File: src/rtl/instr_fetch_unit.sv
// instr_fetch_unit: fetch stage of the nibble CPU.
// Owns the PC, addresses the combinational instruction ROM and registers each
// returned byte together with its fetch address into a one-entry output slot
// that the decoder drains over a valid/ready handshake.
// Ports:
//   clk_i          system clock, rising edge
//   rst_ni         asynchronous active-low reset
//   rom_addr_o     ROM address, equal to the PC register
//   rom_data_i     ROM byte for rom_addr_o, same cycle
//   instr_o        registered instruction byte
//   instr_pc_o     address instr_o was fetched from
//   instr_valid_o  instr_o/instr_pc_o hold an unconsumed byte
//   instr_ready_i  decoder accepts the byte this cycle
//   jump_en_i      redirect fetch to jump_addr_i (one-cycle pulse)
//   jump_addr_i    jump target
//   halt_i         stop fetching after the current cycle
//   halted_o       unit is in HALT state
module instr_fetch_unit #(
    parameter int unsigned ADDR_W   = 5,
    parameter int unsigned DATA_W   = 8,
    parameter int unsigned RESET_PC = 0
) (
    input  logic              clk_i,
    input  logic              rst_ni,
    output logic [ADDR_W-1:0] rom_addr_o,
    input  logic [DATA_W-1:0] rom_data_i,
    output logic [DATA_W-1:0] instr_o,
    output logic [ADDR_W-1:0] instr_pc_o,
    output logic              instr_valid_o,
    input  logic              instr_ready_i,
    input  logic              jump_en_i,
    input  logic [ADDR_W-1:0] jump_addr_i,
    input  logic              halt_i,
    output logic              halted_o
);
    typedef enum logic {RUN, HALT} state_t;

    state_t            state_q, state_d;
    logic [ADDR_W-1:0] pc_q, pc_d, ipc_q, ipc_d;
    logic [DATA_W-1:0] instr_q, instr_d;
    logic              valid_q, valid_d;
    logic              take, slot_free;

    assign take      = valid_q & instr_ready_i;
    assign slot_free = ~valid_q | take;

    // Priority: jump > halt (or already halted) > fetch. rom_data_i only ever
    // feeds instr_d, so x bits in the ROM cannot reach control state.
    always_comb begin
        pc_d    = pc_q;
        ipc_d   = ipc_q;
        instr_d = instr_q;
        valid_d = valid_q;
        state_d = state_q;
        if (jump_en_i) begin
            pc_d    = jump_addr_i;
            valid_d = 1'b0;
            state_d = RUN;
        end else if (state_q == HALT || halt_i) begin
            state_d = HALT;
            valid_d = valid_q & ~take;
        end else if (slot_free) begin
            instr_d = rom_data_i;
            ipc_d   = pc_q;
            valid_d = 1'b1;
            pc_d    = pc_q + 1'b1;
        end
    end

    always_ff @(posedge clk_i or negedge rst_ni) begin
        if (!rst_ni) begin
            pc_q    <= ADDR_W'(RESET_PC);
            ipc_q   <= '0;
            instr_q <= '0;
            valid_q <= 1'b0;
            state_q <= RUN;
        end else begin
            pc_q    <= pc_d;
            ipc_q   <= ipc_d;
            instr_q <= instr_d;
            valid_q <= valid_d;
            state_q <= state_d;
        end
    end

    assign rom_addr_o    = pc_q;
    assign instr_o       = instr_q;
    assign instr_pc_o    = ipc_q;
    assign instr_valid_o = valid_q;
    assign halted_o      = (state_q == HALT);
endmodule

File: config.mk
export PLATFORM = sky130hd
export DESIGN_NAME = instr_fetch_unit
export DESIGN_NICKNAME = d
export VERILOG_FILES = /design/src/rtl/instr_fetch_unit.sv
export SDC_FILE = /design/constraint.sdc
export NUM_CORES = 1
export LEC_CHECK = 0
export CAP_MARGIN = 25
export CORE_MARGIN = 3
export CORE_UTILIZATION = 40
export CTS_BUF_LIST = sky130_fd_sc_hd__clkbuf_16
export CTS_CLUSTER_SIZE = 8
export DETAILED_ROUTE_END_ITERATION = 7
export GPL_ROUTABILITY_DRIVEN = 0
export GPL_TIMING_DRIVEN = 0
export PLACE_DENSITY_LB_ADDON = 0.15
export REMOVE_ABC_BUFFERS = 1
export SLEW_MARGIN = 20
export SYNTH_ARGS = -nofsm -noshare
export SYNTH_HDL_FRONTEND = slang
export SYNTH_SLANG_ARGS = --single-unit
export TNS_END_PERCENT = 10
File: constraint.sdc
create_clock -name clk_i -period 2.1 [get_ports clk_i]
set_input_delay 0.42 -clock clk_i [delete_from_list [all_inputs] [get_ports clk_i]]
set_output_delay 0.42 -clock clk_i [all_outputs]
set_load 0.05 [all_outputs]
==> results.env <==
CTS_ROOT_BUF='sky130_fd_sc_hd__clkbuf_16'
TIMING.RR.END='rom_addr_o[4]$_DFFE_PN0P_'
RSZ_0062_RAISED_AFTER_GLOBAL_ROUTING='false'
FP.COREAREA_SQ_MM=0.00208
OUTCOME='finished, final reports clean'
REGAREA_SQ_UM=500
FIRST_ITER_VIOLATIONS=6
CRITICAL_PATH.STARTPOINT='rom_addr_o[2]$_DFFE_PN0P_'
SYNTH-SEQ-CELLS=20
TIMING.CRITICAL_PATH.SLOWEST_CELL_DELAY_PS=830
COMPOUND_GATE_PORTION_OF_THE_SYNTHESIZED_AREA_PCT=7.64
CRIT_BUF_INV=1
WORST_SKEW_PAIR.LATE_LATENCY_PS=250
GRT_START_MAX_NET_PINS=21
POST_CTS_HOLD_BUFFER_COUNT=0
VIA_COUNT=723
FIRSTDRTPASSITERS=4
SETUP.WORST_PATH.END='rom_addr_o[2]'
COMBINATIONAL_FAMILY_WITH_THE_MOST_AREA_AFTER_SYNTHESIS='multiplexers'
GRT_PASS1_VIAS=713
SYN_TO_FINAL_GROWTH_PCT=51.6
DESIGN_POWER_TOTAL_mW=1.60
ROUTEDWLPERCELL_UM=15.1
SYNTH-SIMPLE-AREA-SHARE_PCT=12.3
CLOCKPOWERSHARE_PCT=32.0
NUM_ANTENNA_CELLS=0
SYNTH_AREA_LEADER_CELL='sky130_fd_sc_hd__dfrtp_1'
POSTROUTEWIRELENGTH_MM=2.07
SYNTH_LARGEST_TYPE_AREA_FRACTION_PCT=53.6
TIMING.MAX_CAP.VIOLATIONS=0
MULTI_INPUT_AREA_SQ_UM=383
TIMING.CRITICAL_PATH.REQUIRED_PS=1680
SYNTHESIZED_AREA_FRACTION_OCCUPIED_BY_ADDER_CELLS_PCT=1.34
GRT_FIRST_PASS_WIRELENGTH_MM=3.28
MAX_SLEW_MARGIN_PCT=41.2
CTS_MADE_BUFFERS=3
CORE_UTIL_FINAL_PCT=68.0
FINAL_NETS=130
FINAL_HOLD_VIOL_COUNT=0
YOSYSWARNINGS=0
REG2REG_DEPTH=3
TIMING_WORST_SLEW_PIN_VALUE_PS=880
DIE_HEIGHT_UM=54.3
SYNTH_SEQ_AREA_SHARE_PCT=53.6
FINAL_CRITICAL_PATH_SETUP_SLACK_PS=163
PORT_BUFS=37
TOTAL_LEAKAGE_POWER_nW=0.599
CELL_INT_POWER_mW=1.07
MAPPED_AVG_CELL_AREA_SQ_UM=13.3
RESIDUAL_DRC_COUNT=0
SWITCHINGPOWER_mW=0.533
SWSHARE_PCT=33.2
TIMING.RR.START='halted_o$_DFFE_PN0P_'
CLK_PIN_SLEW_WORST_PATHS_PS=60
CRITICAL-PATH-TOP-DELAY-FAMILY='buffers and inverters'
FINALMAXSLEWVIOLATIONS=0
DIE_W_UM=54.3
YS_TOP_CELLS_BY_AREA='sky130_fd_sc_hd__dfrtp_1, sky130_fd_sc_hd__mux2_4, sky130_fd_sc_hd__o311ai_0'
POWER_DENSITY_mW_PER_MM2=1130
HPWL_DETAILED_MM=1.39
GRT_REMAINING_OVERFLOW=0
WORSTHOLDPATHTYPE='reg -> reg'
TRITONCTS='yes'
SETUP.WORST_PATH.CLASS='reg -> out'
CRITPATHLAUNCHTYPE='flip-flop'
POST_CTS.REPAIR.SETUP_BUFFERS=2
PERIOD_MINUS_SLACK_PS=1940
CTSLONGESTPATHBUFFERS=2
PRECTSSETUPSLACK_PS=-342
CP_DATA_ARRIVAL_TIME_PS=1520
POWER.SEQUENTIAL.FRACTION_PCT=31.4
MOST-COMMON-LAYOUT-CELLS='sky130_fd_sc_hd__clkdlybuf4s50_1, sky130_fd_sc_hd__dfrtp_1, sky130_fd_sc_hd__mux2_4'
HTREE_NUM_LEVELS=1
NUMCLOCKSINKS=20
CTSRESIZECOUNT=0
COMB_POWER_SHARE_PCT=36.6
ROW_CNT=16
PATH_MAX_FANOUT=6
ANTENNA_VIOLATING_NETS_POST_ROUTE=0
MAXCLOCKFREQUENCY_MHz=516
INITIAL_UTILIZATION_PCT=44.8
REGISTER_TO_REGISTER_SETUP_SLACK_PS=420
NETLIST_AREA_SQ_UM=933
CP.DEPTH=1
SYNTHESIZED_NETLIST_CELL_COUNT=70
FINAL.FILL_COUNT=168
FINAL_PERIOD_UTIL_PCT=92.2
ANTENNA_FOUND_INITIAL=0
CP-END-KIND='output pin'
LAYOUT-DRIVE-GT1-SHARE_PCT=20.0
IRDROPWORSTVDD_mV=0.609
SYNTH_XOR_AREA_SHARE_PCT=0
SYNTH.AREA.MUX_SHARE_PCT=19.7
LAYOUT_COMMONEST_CELL='sky130_fd_sc_hd__clkdlybuf4s50_1'
TIMING.CRITICAL_PATH.SLOWEST_STAGE_CELL='sky130_fd_sc_hd__clkdlybuf4s50_1'
TOP_LEVEL_PORTS=38
GRT_UTIL_ALL_LAYERS_PCT=15.6
DIEAREA_SQ_MM=0.00295
FINALSETUPVIOLCOUNT=0
YOSYS.CELL_TYPES.COUNT=21
FIN_WORST_SKEW_PS=3.17
CRITICAL_PATH_CELL_BY_CELL='clkdlybuf4s50_1'
VIA_COUNT_NORMALIZED_BY_INSTANCE_COUNT=5.28
==> state kept, by name, indices dropped and copies added (netlist names) <==
register,count
instr_pc_o,5
instr_valid_o,1
rom_addr_o,5
halted_o,1
instr_o,8
==> synthesized netlist by cell type (all sizes together) <==
| cell | count |
|---|---|
| dfrtp | 20 |
| mux2 | 13 |
| nor2 | 5 |
| o311ai | 5 |
| nand2 | 4 |
| nand3 | 4 |
| buf | 3 |
| or2 | 3 |
| a31oi | 2 |
| inv | 2 |
| o21ai | 2 |
| a21oi | 1 |
| and2b | 1 |
| ha | 1 |
| nand2b | 1 |
| nand4 | 1 |
| nor3 | 1 |
| or3 | 1 |
==> area by class of cell <==
type	count	share of cell area (%)
clock buffer	3	5.31
clock inverter	1	2.12
inverter	2	0.531
multi-input combinational	45	27.1
sequential	20	35.4
tap	27	2.39
timing repair buffer	39	27.2
==> stage by stage <==
step                TNS, ps  area, sq um  cells  hold slack, ps
finish                    0         1420    137             505
detailed placement    -3840         1290    131             493
floorplan                 0          891     67             124
CTS                       0         1420    137             512
global placement      -3540         1290    131             491
global route              0         1420    137             522
==> how the worst min path moves through the flow <==
stage | from | to | slack, ps | cells after the start
floorplan | rst_ni | halted_o$_DFFE_PN0P_ | 120 | 0
detailed placement | instr_pc_o[2]$_DFFE_PN0P_ | instr_pc_o[2]$_DFFE_PN0P_ | 490 | 1
CTS | instr_pc_o[2]$_DFFE_PN0P_ | instr_pc_o[2]$_DFFE_PN0P_ | 510 | 1
global placement | instr_o[1]$_DFFE_PN0P_ | instr_o[1]$_DFFE_PN0P_ | 490 | 1
global route | instr_pc_o[2]$_DFFE_PN0P_ | instr_pc_o[2]$_DFFE_PN0P_ | 520 | 1
finish | instr_o[6]$_DFFE_PN0P_ | instr_o[6]$_DFFE_PN0P_ | 500 | 1
==> layer usage <==
metal / GRT usage (%) / vias to the layer above / part of all wire (%) / wire length [um]
met3: 3.54 / 4 / 7.4 / 152
met5: 0 / - / 0 / 0
met2: 26.9 / 33 / 48 / 996
met4: 5.39 / 0 / 1.9 / 40
li1: - / 334 / - / -
met1: 19.1 / 352 / 42 / 877
==> power by group through the flow <==
stage	registers (mW)	logic (mW)	clock network, mW
after floorplan	0.762	0.120	0
after global placement	0.506	0.580	0
after detailed placement	0.510	0.585	0
after CTS	0.504	0.594	0.515
after global routing	0.513	0.614	0.538
final	0.503	0.588	0.514
==> cell families after synthesis <==
group                    count (synthesis)
AND/OR/NAND/NOR                         21
AO/OA/AOI/OAI                           10
flip-flops                              20
buffers and inverters                    5
adder cells (fa/ha/maj)                  1
multiplexers                            13
Power figures use the tool's default switching activity.
